### src/rtl/eth_fcs_tx.sv
// Transmit-side Ethernet FCS generator for a 2-bit dibit stream.
// Forwards the frame body with one cycle of latency, zero-pads short frames,
// appends the reflected CRC-32 (LSB first) and holds off new frames for the
// inter-frame gap.
//
//   state  | meaning
//   -------+--------------------------------------------------------------
//   S_IDLE | waiting for a rising axiiv; ready high
//   S_DATA | forwarding body dibits; ready high
//   S_PAD  | emitting zero dibits until the minimum length is reached
//   S_FCS  | emitting the 16 FCS dibits, done with the last one
//   S_GAP  | output idle for the inter-frame gap, input dropped
module eth_fcs_tx #(
  parameter int MIN_DIBITS = 240,
  parameter int IFG_DIBITS = 48
) (
  input  logic       clk,
  input  logic       rst,
  input  logic [1:0] axiid,
  input  logic       axiiv,
  output logic       axiir,
  output logic [1:0] axiod,
  output logic       axiov,
  output logic       done
);

  localparam int LEN_W = (MIN_DIBITS > 0) ? $clog2(MIN_DIBITS + 1) : 1;
  localparam int GAP_W = (IFG_DIBITS > 0) ? $clog2(IFG_DIBITS + 1) : 1;
  localparam logic [LEN_W-1:0] LEN_MAX  = LEN_W'(MIN_DIBITS);
  localparam logic [GAP_W-1:0] GAP_LOAD = GAP_W'(IFG_DIBITS);
  localparam logic [31:0]      CRC_POLY = 32'hEDB8_8320;
  localparam logic [31:0]      CRC_INIT = 32'hFFFF_FFFF;

  typedef enum logic [2:0] {S_IDLE, S_DATA, S_PAD, S_FCS, S_GAP} state_t;

  state_t           state_q, state_d;
  logic [31:0]      crc_q, crc_d;
  logic [LEN_W-1:0] len_q, len_d;
  logic [GAP_W-1:0] gap_q, gap_d;
  logic [3:0]       idx_q, idx_d;
  logic             discard_q, discard_d;
  logic             axiiv_prev_q;
  logic [1:0]       axiod_q, axiod_d;
  logic             axiov_q, axiov_d;
  logic             done_q, done_d;

  logic [31:0]      fcs;
  logic             start;
  logic [LEN_W-1:0] len_inc;

  // Two bits of the reflected CRC, bit[0] of the dibit first.
  function automatic logic [31:0] crc_dibit(input logic [31:0] c, input logic [1:0] d);
    logic [31:0] r;
    r = c;
    for (int i = 0; i < 2; i++) begin
      r = (r[0] ^ d[i]) ? ((r >> 1) ^ CRC_POLY) : (r >> 1);
    end
    return r;
  endfunction

  assign fcs     = ~crc_q;
  assign len_inc = len_q + LEN_W'(1);
  // A frame starts only on a true rising edge; a frame already in flight
  // when IDLE is entered is marked for discard instead.
  assign start   = axiiv && !axiiv_prev_q && !discard_q;

  // State, datapath and registered outputs; the edge detector keeps sampling
  // through reset so a frame straddling reset is never taken as a new start.
  always_ff @(posedge clk) begin
    axiiv_prev_q <= axiiv;
    if (rst) begin
      state_q   <= S_IDLE;
      crc_q     <= CRC_INIT;
      len_q     <= '0;
      gap_q     <= '0;
      idx_q     <= '0;
      discard_q <= 1'b0;
      axiod_q   <= '0;
      axiov_q   <= 1'b0;
      done_q    <= 1'b0;
    end else begin
      state_q   <= state_d;
      crc_q     <= crc_d;
      len_q     <= len_d;
      gap_q     <= gap_d;
      idx_q     <= idx_d;
      discard_q <= discard_d;
      axiod_q   <= axiod_d;
      axiov_q   <= axiov_d;
      done_q    <= done_d;
    end
  end

  // Next state, CRC accumulation and the length / FCS / gap counters.
  always_comb begin
    state_d   = state_q;
    crc_d     = crc_q;
    len_d     = len_q;
    gap_d     = gap_q;
    idx_d     = idx_q;
    discard_d = discard_q;
    if (!axiiv) discard_d = 1'b0;
    case (state_q)
      S_IDLE: begin
        if (start) begin
          state_d = S_DATA;
          crc_d   = crc_dibit(crc_q, axiid);
          len_d   = (LEN_MAX != '0) ? LEN_W'(1) : '0;
        end else if (axiiv) begin
          discard_d = 1'b1;
        end
      end
      S_DATA: begin
        if (axiiv) begin
          crc_d = crc_dibit(crc_q, axiid);
          len_d = (len_q < LEN_MAX) ? len_inc : len_q;
        end else if (len_q < LEN_MAX) begin
          // First pad dibit goes out in the cycle the body ends.
          crc_d   = crc_dibit(crc_q, 2'b00);
          len_d   = len_inc;
          idx_d   = '0;
          state_d = (len_inc == LEN_MAX) ? S_FCS : S_PAD;
        end else begin
          // FCS dibit 0 goes out here, so the FCS state resumes at 1.
          idx_d   = 4'd1;
          state_d = S_FCS;
        end
      end
      S_PAD: begin
        crc_d = crc_dibit(crc_q, 2'b00);
        len_d = len_inc;
        if (len_inc == LEN_MAX) begin
          idx_d   = '0;
          state_d = S_FCS;
        end
      end
      S_FCS: begin
        idx_d = idx_q + 4'd1;
        if (idx_q == 4'd15) begin
          gap_d   = GAP_LOAD;
          state_d = S_GAP;
        end
      end
      S_GAP: begin
        gap_d = gap_q - GAP_W'(1);
        if (gap_q <= GAP_W'(1)) begin
          state_d = S_IDLE;
          crc_d   = CRC_INIT;
          len_d   = '0;
        end
      end
      default: state_d = S_IDLE;
    endcase
  end

  // Output dibit, valid and done for the next cycle.
  always_comb begin
    axiod_d = '0;
    axiov_d = 1'b0;
    done_d  = 1'b0;
    case (state_q)
      S_IDLE: begin
        if (start) begin
          axiod_d = axiid;
          axiov_d = 1'b1;
        end
      end
      S_DATA: begin
        axiov_d = 1'b1;
        if (axiiv)                axiod_d = axiid;
        else if (len_q < LEN_MAX) axiod_d = 2'b00;
        else                      axiod_d = fcs[1:0];
      end
      S_PAD: axiov_d = 1'b1;
      S_FCS: begin
        axiov_d = 1'b1;
        axiod_d = fcs[{idx_q, 1'b0} +: 2];
        done_d  = (idx_q == 4'd15);
      end
      default: ;
    endcase
  end

  assign axiir = (state_q == S_IDLE) || (state_q == S_DATA);
  assign axiod = axiod_q;
  assign axiov = axiov_q;
  assign done  = done_q;

endmodule
### config.mk
export PLATFORM = sky130hd
export DESIGN_NAME = eth_fcs_tx
export DESIGN_NICKNAME = d
export VERILOG_FILES = /design/src/rtl/eth_fcs_tx.sv
export SDC_FILE = /design/constraint.sdc
export NUM_CORES = 1
export LEC_CHECK = 0
export ABC_AREA = 1
export CORE_MARGIN = 2
export CORE_UTILIZATION = 53
export DETAILED_ROUTE_END_ITERATION = 8
export HOLD_SLACK_MARGIN = 0.02
export PLACE_DENSITY = 0.77
export SYNTH_ARGS = -nofsm -noshare
export SYNTH_HDL_FRONTEND = slang
export SYNTH_SLANG_ARGS = --single-unit
### constraint.sdc
create_clock -name clk -period 2.1 [get_ports clk]
set_input_delay 0.315 -clock clk [delete_from_list [all_inputs] [get_ports clk]]
set_output_delay 0.315 -clock clk [all_outputs]
set_load 0.02 [all_outputs]
# --- Word-level counts from Yosys, hierarchy flattened ---
# Index checks and enable logic that the tools add are counted.
word_totals:
  register_bits: 59
  in_bits: 5
  output_inout_bits: 5
  wordCells: 89
classes:
  n_addsub: 3
  magnitude_cmp: 2
  n_eq_ne: 13
  shift: 1
  muxes: 37
  bitwise_logic: 7
  n_reduce_logical: 16
op_table:
  columns: ["cell", "n"]
  rows:
  - ["2-to-1 mux 32 bit", 8]
  - ["case mux 32 bit (4 select lines)", 1]
  - ["NOT 13 -> 14 bit", 3]
  - ["NOT 32 bit", 1]
  - ["case mux 8 bit (4 select lines)", 1]
  - ["variable part select 32 x 6 -> 2 bit", 1]
  - ["2-to-1 mux 8 bit", 3]
  - ["2-to-1 mux 3 bit", 5]
  - ["case mux 3 bit (5 select lines)", 1]
  - ["!= test 2 bit, second input constant", 6]
  - ["case mux 4 bit (3 select lines)", 1]
  - ["case mux 6 bit (2 select lines)", 1]
  - ["adder 8 x 1 -> 8 bit, second input constant", 1]
  - ["== test 8 bit, second input constant", 1]
  - ["less-than comparator 8 bit, second input constant", 1]
  - ["2-to-1 mux 1 bit", 8]
  - ["2-to-1 mux 4 bit", 2]
  - ["AND reduction 4 bit", 2]
  - ["== test 3 x 2 -> 1 bit, second input constant", 2]
  - ["less-or-equal comparator 6 x 1 -> 1 bit, second input constant", 1]
  - ["2-to-1 mux 2 bit", 3]
  - ["2-to-1 mux 6 bit", 1]
  - ["case mux 2 bit (3 select lines)", 1]
  - ["subtractor 6 x 1 -> 6 bit, second input constant", 1]
  - ["20 further kinds", 23]

# --- Longest topological paths before layout ---
# Gate-level depths: netlist (run 1).
logic_depth:
  ltp_word: 7
  depth_mapped: 12
  mapped_depth_nobuf: 12

# --- Least setup slack after synthesis (run 1) ---
# OpenSTA, ideal clock, no wires.
synth_timing:
  path_type: "register -> register"
  start: "register len_q[0]"
  end: "register state_q[1]"
  setup_time_ns: 0.116
  arrival_time_ns: 1.418
  t_required_ns: 1.984
  setup_slack_ns: 0.566
  stages_incl_launch_ff: 11
  n_path_buf: 0
  synth_period_minus_slack_ns: 1.534
  path_cell_list: "dfxtp_1 -> ha_1 -> nand2_1 -> o21ai_0 -> nand2_1 -> nor2_1 -> nand3_1 -> nand2_1 -> nand2_1 -> o21ai_0 -> nor2_1"
synth_via:
  elab_chain_len: 4
synth_lines:
  columns: ["element", "line_no", "rtl"]
  rows:
  - ["start: declaration", "38", "logic [LEN_W-1:0] len_q, len_d;"]
  - ["start signal: assignment", "84", "len_q <= len_d;"]
  - ["adder 8 x 1 -> 8 bit", "62", "assign len_inc = len_q + LEN_W'(1);"]
  - ["== test 8 bit", "132", "if (len_inc == LEN_MAX) begin"]
  - ["!= test 2 bit (no line)", null, null]
  - ["AND reduction 5 bit (no line)", null, null]
  - ["end signal: assignment", "82", "state_q <= state_d;"]
  - ["end: declaration", "36", "state_t state_q, state_d;"]
# No other way between the ends.
# A chain may end at the register's enable or synchronous reset.

# --- Final worst setup path (run 1) ---
layout_timing:
  start: "register state_q[0]"
  end: "register crc_q[28]"
layout_via:
  elab_chain_len: 3
  word_cells_on_any_way: 10
  classes_between: "eq/ne: 6; mux: 1; reduce/logical: 3"
layout_lines:
  columns: ["element", "line_no", "rtl"]
  rows:
  - ["== test 3 x 1 -> 1 bit (tied with other cells)", "103", "case (state_q)"]
  - ["!= test 3 bit (no line) (tied with other cells)", null, null]
  - ["AND reduction 4 bit (no line)", null, null]
  - ["end signal: assignment", "83", "crc_q <= crc_d;"]
  - ["end: declaration", "37", "logic [31:0] crc_q, crc_d;"]
# Several ways; a longest one is shown, not always the timed one.

==> results of run 1 <==
-- logic make-up after synthesis --
group	after synthesis	synth area share [%]
AO/OA/AOI/OAI	161	26.70
XOR/XNOR	32	9.527
adder cells (fa/ha/maj)	4	1.342
buffers and inverters	74	9.862
flip-flops	59	31.67
AND/OR/NAND/NOR	170	20.90
-- area by class of cell --
cell class              count  area [µm²]  share of cell area (%)
multi-input cells         367        2181                   52.64
flip-flops and latches     59        1181                   28.51
repair buffers             26       230.2                   5.557
inverters                  47       183.9                   4.440
clock buffers              13       178.9                   4.319
well taps                  96       120.1                   2.899
clock inverters             3       67.56                   1.631
-- power by group through the flow --
| stage | clock (W) | combinational, W | sequential (W) |
|---|---|---|---|
| after floorplan | 0 | 0.00319 | 0.00176 |
| after global placement | 0 | 0.00366 | 0.00183 |
| after global routing | 0.00133 | 0.00421 | 0.00187 |
| after detailed placement | 0 | 0.00374 | 0.00184 |
| final | 0.00127 | 0.00386 | 0.00182 |
| after CTS | 0.00128 | 0.00380 | 0.00182 |
-- state kept, by name, summed over array words and instances, names as in the netlist --
register and count:
axiov 1, state_q 3, done 1, discard_q 1
axiiv_prev_q 1, axiod 2, len_q 8, crc_q 32
gap_q 6, idx_q 4
-- worst reg2reg max path: stages, from the launching register on --
cell and delay [ns]:
dfxtp_1 0.48, inv_2 0.12, nand3_4 0.20, inv_2 0.07, o21ai_2 0.11, nand2_2 0.11, nor2_4 0.16, nand2_4 0.12
inv_6 0.30, o21ai_1 0.18, nand2_1 0.08
-- per-stage QoR --
stage / total power, W / utilization (%) / hold slack [ns] / instance area [µm²]
2_1_floorplan: 0.004952 / - / 0.3427 / 3730
3_3_place_gp: 0.005484 / 57.35 / 0.4663 / 3896
3_5_place_dp: 0.005580 / 57.35 / 0.4755 / 3896
4_1_cts: 0.006899 / 60.98 / 0.4314 / 4143
5_1_grt: 0.007402 / 60.98 / 0.4508 / 4143
6_report: 0.006958 / 60.98 / 0.4243 / 4143
-- cells in the final DEF, fill, tap and decap left out, drive strengths merged --
| master | instances |
|---|---|
| nand2 | 93 |
| o21ai | 69 |
| dfxtp | 59 |
| a21oi | 55 |
| inv | 47 |
| nor2 | 39 |
| nand3 | 27 |
| xor2 | 20 |
| buf | 17 |
| o211ai | 16 |
| o22ai | 13 |
| clkbuf | 13 |
| xnor2 | 12 |
| clkdlybuf4s50 | 9 |
| ha | 4 |
| nand4 | 4 |
| nor3 | 3 |
| nand3b | 2 |
| bufinv | 2 |
| nor4 | 1 |
| a211oi | 1 |
| o21bai | 1 |
| o2111ai | 1 |
| o221ai | 1 |
| o211a | 1 |
| o31ai | 1 |
| a31oi | 1 |
| or2 | 1 |
| a2111oi | 1 |
| clkinvlp | 1 |
-- routing by layer --
metal	part of all wire (%)	GRT usage [%]	vias up	wire, µm
li1	-	-	1710	-
met1	44	34.88	1643	4072
met2	46	39.60	160	4310
met3	7.8	5.278	25	729
met4	2.4	11.75	0	223
met5	0	0	-	0
-- path summary, 6_finish.rpt --
path | cells past startpoint | from | slack, ns | to
worst max-delay path | 10 | state_q[0] | 0.12 | crc_q[28]
worst min-delay path | 1 | axiiv | 0.42 | axiiv_prev_q
worst max register to register | 10 | state_q[0] | 0.12 | crc_q[28]
worst min register to register | 2 | discard_q | 0.48 | discard_q
==> impl_metrics.toml, run 1 <==
[yosys]
synth_cell_types = 49
ys_warn_count = 0
yosysMostFrequentCell = "nand2_1"
synthTopCellsByArea = "dfxtp_1 (32%), nand2_1 (8.8%), a21oi_1 (7.4%)"
netlist_area_um2 = 3730
async_flop_share_pct = 0
synth.top_cells.by_count = "nand2_1 (87), dfxtp_1 (59), a21oi_1 (55), nor2_1 (37), o21ai_0 (37)"
synth_top_area_share_pct = 31.67
synthesis.nets = 509
synthFlopType = "dfxtp_1"
syn_inst = 500
ys_ff_latch = 59
synth_edf_count = 0
ys_seq_area_share_pct = 31.67
avgSynthCellArea_um2 = 7.460
synth_top_area_cell = "dfxtp_1"

[placement]
dp.cells = 595
io_buffers = 9
place.gp.congestion = 0.9026
pre_cts_slack_ns = 0.04854
place_hpwl_um = 6266

[clock_network]
cts_made_buffers = 9
post_cts_buffers = 0
clkTransAtPathRegs_ns = 0.08
hold_buffers = 0
clockRootBuffer = "clkbuf_8"
htree_levels = 3
cts_buffer_depth = 2
cts_tree = "done"
worstSkewPairLatency_ns = 0.36
ctsResizeCount = 0
clock_sinks = 59

[worst_setup_path]
slowest_delay_ns = 0.48
worstPathCellList = "inv_2 > nand3_4 > inv_2 > o21ai_2 > nand2_2 > nor2_4 > nand2_4 > inv_6 > o21ai_1 > nand2_1"
critPathMaxFanout = 40
cp.arrival_ns = 2.28
critPathKind = "flip-flop to flip-flop"
cp_data_required_time_ns = 2.39
cpMostUsedCell = "inv_2"
crit_family = "simple AND/OR/NAND/NOR gates"
cp_num_buf_inv = 3
start_kind = "flip-flop"
crit_path_top_delay_cell = "dfxtp_1"
end_kind = "flip-flop"

[sta]
worst_slack_ns = 0.1163
tns_ns = 0
worst_slew_pin_slew_ns = 0.4878
hold_viol = 0
setup_violations = 0
maxSlewViolCount = 0
fin_crit_sh_pct = 94.46
clock_skew_ns = 0.01356
slew_headroom_pct = 67.18
rsz0062_at_grt = "false"
finalCriticalPeriod_ns = 1.984
fmax_mhz = 504.1

[die]
die_h_um = 87.89
initial_core_util_pct = 54.90
core.rowCount = 30
die_w_um = 87.89
ios = 10
core_um2 = 6794
die_area_um2 = 7725

[global_routing]
grt_pass1_wl_um = 15390
antenna_found_initial = 0
grt_start_max_net_pins = 41
grt-ovfl-total = 0
grt.total_usage_pct = 25.78
grt_pass1_vias = 3204

[worst_hold_path]
hold_class = "primary input to flip-flop"

[final_layout]
final_layout_size_suffix_gt1_share_pct = 16.50
area_growth_pct = 11.07
stdcell_count = 611
fillCellCount = 596
fin_nets = 519
n_antenna_cell = 0

[route]
ant_nets = 0
totalWireLength_um = 9337
drt-initial-drc-count = 368
drc_errors = 0
wl_per_cell_um = 15.28
viasPerCell = 5.791
dr.pass1.iters = 5
vias = 3538

[pwr]
power.net_switching_w = 0.003228
powerDensity_nw_per_um2 = 1680
comb_power_share_pct = 55.5
pwr-share-clk_pct = 18.3
p_int_w = 0.003730
sw_frac_of_total_pct = 46.40
vdd.ir_drop.worst_mv = 0.6334
p_leak_nw = 1.663
p_seq_share_pct = 26.2

[flow_run]
max-cap-violations = 0

[outcome]
status = "complete, no violations"
Note: power is estimated with default switching activity, not from simulation.
==> inputs of run 2 (changes only) <==
--- a/config.mk
+++ b/config.mk
@@ -6,11 +6,14 @@
 export NUM_CORES = 1
 export LEC_CHECK = 0
 export ABC_AREA = 1
+export CAP_MARGIN = 20
 export CORE_MARGIN = 2
 export CORE_UTILIZATION = 53
 export DETAILED_ROUTE_END_ITERATION = 8
 export HOLD_SLACK_MARGIN = 0.02
 export PLACE_DENSITY = 0.77
+export SKIP_LAST_GASP = 1
+export SLEW_MARGIN = 20
 export SYNTH_ARGS = -nofsm -noshare
 export SYNTH_HDL_FRONTEND = slang
 export SYNTH_SLANG_ARGS = --single-unit
==> results of run 2 <==
No change in the layout: final DEF, timing and power equal those of run 1.
==> inputs of run 3 (changes only) <==
--- a/config.mk
+++ b/config.mk
@@ -7,7 +7,6 @@
 export LEC_CHECK = 0
 export ABC_AREA = 1
 export CAP_MARGIN = 20
-export CORE_MARGIN = 2
 export CORE_UTILIZATION = 53
 export DETAILED_ROUTE_END_ITERATION = 8
 export HOLD_SLACK_MARGIN = 0.02
==> constraint.sdc (replaced) <==
create_clock -name clk -period 2.4 [get_ports clk]
set_input_delay 0.36 -clock clk [delete_from_list [all_inputs] [get_ports clk]]
set_output_delay 0.36 -clock clk [all_outputs]
set_load 0.02 [all_outputs]
==> run 3 against run 2 <==
Effect of this change: maximum frequency shrank 0.23%; first-iteration DRC count shrank 16%; utilization shrank 2.0 points; largest power group unchanged; count of clock-buffer cells in the layout is the same; combinational power shrank 16%; sequential share of layout area grew 0.94 points; largest cell class unchanged; cell count shrank 1.3%; die area shrank 4.5%; total power shrank 18%; register-to-register slack gained 0.30 ns.
==> impl_metrics.toml, run 3 (same netlist as run 1, synthesis figures left out) <==
[route]
totalWireLength_um = 9120
wl_per_cell_um = 15.12
viasPerCell = 5.705
drt-initial-drc-count = 309
drc_errors = 0
vias = 3440
ant_nets = 0
dr.pass1.iters = 6

[sta]
fin_crit_sh_pct = 82.85
setup_violations = 0
rsz0062_at_grt = "false"
clock_skew_ns = 0.008450
hold_viol = 0
finalCriticalPeriod_ns = 1.988
slew_headroom_pct = 48.51
fmax_mhz = 502.9
maxSlewViolCount = 0
tns_ns = 0
worst_slew_pin_slew_ns = 0.7715

[global_routing]
grt-ovfl-total = 0
grt_pass1_vias = 2976
grt_start_max_net_pins = 43
antenna_found_initial = 0
grt.total_usage_pct = 25.67
grt_pass1_wl_um = 14770

[clock_network]
clkTransAtPathRegs_ns = 0.07
clock_sinks = 59
worstSkewPairLatency_ns = 0.34
htree_levels = 3
cts_buffer_depth = 2
hold_buffers = 0
cts_made_buffers = 9
cts_tree = "done"
clockRootBuffer = "clkbuf_8"
ctsResizeCount = 0
post_cts_buffers = 0

[final_layout]
largest_reg_flops = 32
final_common_cell = "nand2_1"
fillCellCount = 612
layout_common_cells = "nand2_1 (87), dfxtp_1 (59), a21oi_1 (55), nor2_1 (37), o21ai_0 (37)"
n_antenna_cell = 0
seq_area_um2 = 1181
top_register = "crc_q"
area_growth_pct = 7.514
final_layout_size_suffix_gt1_share_pct = 14.99
reg_top3 = "crc_q: 32 flops, len_q: 8 flops, gap_q: 6 flops"
multiInputGateArea_um2 = 2181
fin_util_pct = 59.02
fin_nets = 512

[worst_setup_path]
critPathKind = "flip-flop to flip-flop"
start_kind = "flip-flop"
ff2ff_path_depth = 12
r2r_start = "state_q[0]"
r2r_end = "crc_q[4]"
critPathMaxFanout = 14
end_kind = "flip-flop"
r2r_slack_ns = 0.41
cp.arrival_ns = 2.27
cp_data_required_time_ns = 2.68

[pwr]
vdd.ir_drop.worst_mv = 0.5338
p_leak_nw = 1.597
powerDensity_nw_per_um2 = 1422

[placement]
io_buffers = 9
place.gp.congestion = 0.9105
place_hpwl_um = 6197

[die]
die_h_um = 85.89
ios = 10
initial_core_util_pct = 54.90
core_um2 = 6794
die_area_um2 = 7377
die_w_um = 85.89
core.rowCount = 30

[worst_hold_path]
hold_class = "primary input to flip-flop"
hp-start = "axiiv"
hold_path_end = "axiiv_prev_q"
hold_path_depth = 1

[flow_run]
max-cap-violations = 0

[outcome]
status = "complete, no violations"
[run 3: cell types whose count changed in the layout (fill, tap and decap cells not counted)]
cell,previous run,this run
buf_12,1,0
buf_4,16,10
bufinv_16,2,0
clkbuf_1,0,1
clkbuf_8,13,12
clkinv_2,0,2
clkinvlp_4,1,0
[run 3: critical path, cell delays in order (launching register included)]
cell	delay, ns
dfxtp_1	0.47
inv_2	0.11
nand3_2	0.13
nand2_4	0.12
inv_2	0.12
nand2_2	0.08
nand2_4	0.12
inv_2	0.14
o21ai_1	0.28
nand2_1	0.13
nand3_1	0.09
nand2_1	0.06
nand2_1	0.06
[run 3: layer usage]
| metal | share of wire (%) | vias up | track usage, % |
|---|---|---|---|
| met4 | 2.1 | 0 | 10.91 |
| met1 | 47 | 1606 | 36.60 |
| li1 | - | 1693 | - |
| met2 | 45 | 124 | 38.46 |
| met3 | 6.0 | 17 | 3.946 |
| met5 | 0 | - | 0 |
[run 3: stage by stage]
stage | cells | total power (W) | hold WS (ns) | worst slack, ns | area (µm²)
2_1_floorplan | 500 | 0.004333 | 0.3877 | 0.8658 | 3730
4_1_cts | 603 | 0.005666 | 0.4840 | 0.4803 | 4010
5_1_grt | 603 | 0.006112 | 0.4901 | 0.2614 | 4010
3_3_place_gp | 588 | 0.004714 | 0.4735 | 0.3099 | 3831
3_5_place_dp | 588 | 0.004814 | 0.4802 | 0.2355 | 3831
6_report | 603 | 0.005702 | 0.4876 | 0.4117 | 4010
[run 3: cell type report]
cell class,instances,area share (%)
timing repair buffer,19,4.119
tap,96,2.995
inverter,47,4.587
multi-input combinational,367,54.38
sequential,59,29.45
clock inverter,2,0.2496
clock buffer,13,4.212
[run 3: how the worst max path moves through the flow]
stage,from,end
final,state_q[0],crc_q[4]
after global routing,len_q[0],state_q[0]
after CTS,state_q[0],crc_q[4]
after detailed placement,axiiv,crc_q[10]
after global placement,axiiv,crc_q[15]
after floorplan,len_q[0],state_q[1]
[run 3: power by group]
| group | internal [W] | total [W] | switching [W] |
|---|---|---|---|
| clock network | 0.000450 | 0.000837 | 0.000387 |
| logic | 0.00122 | 0.00325 | 0.00203 |
| registers | 0.00128 | 0.00161 | 0.000336 |
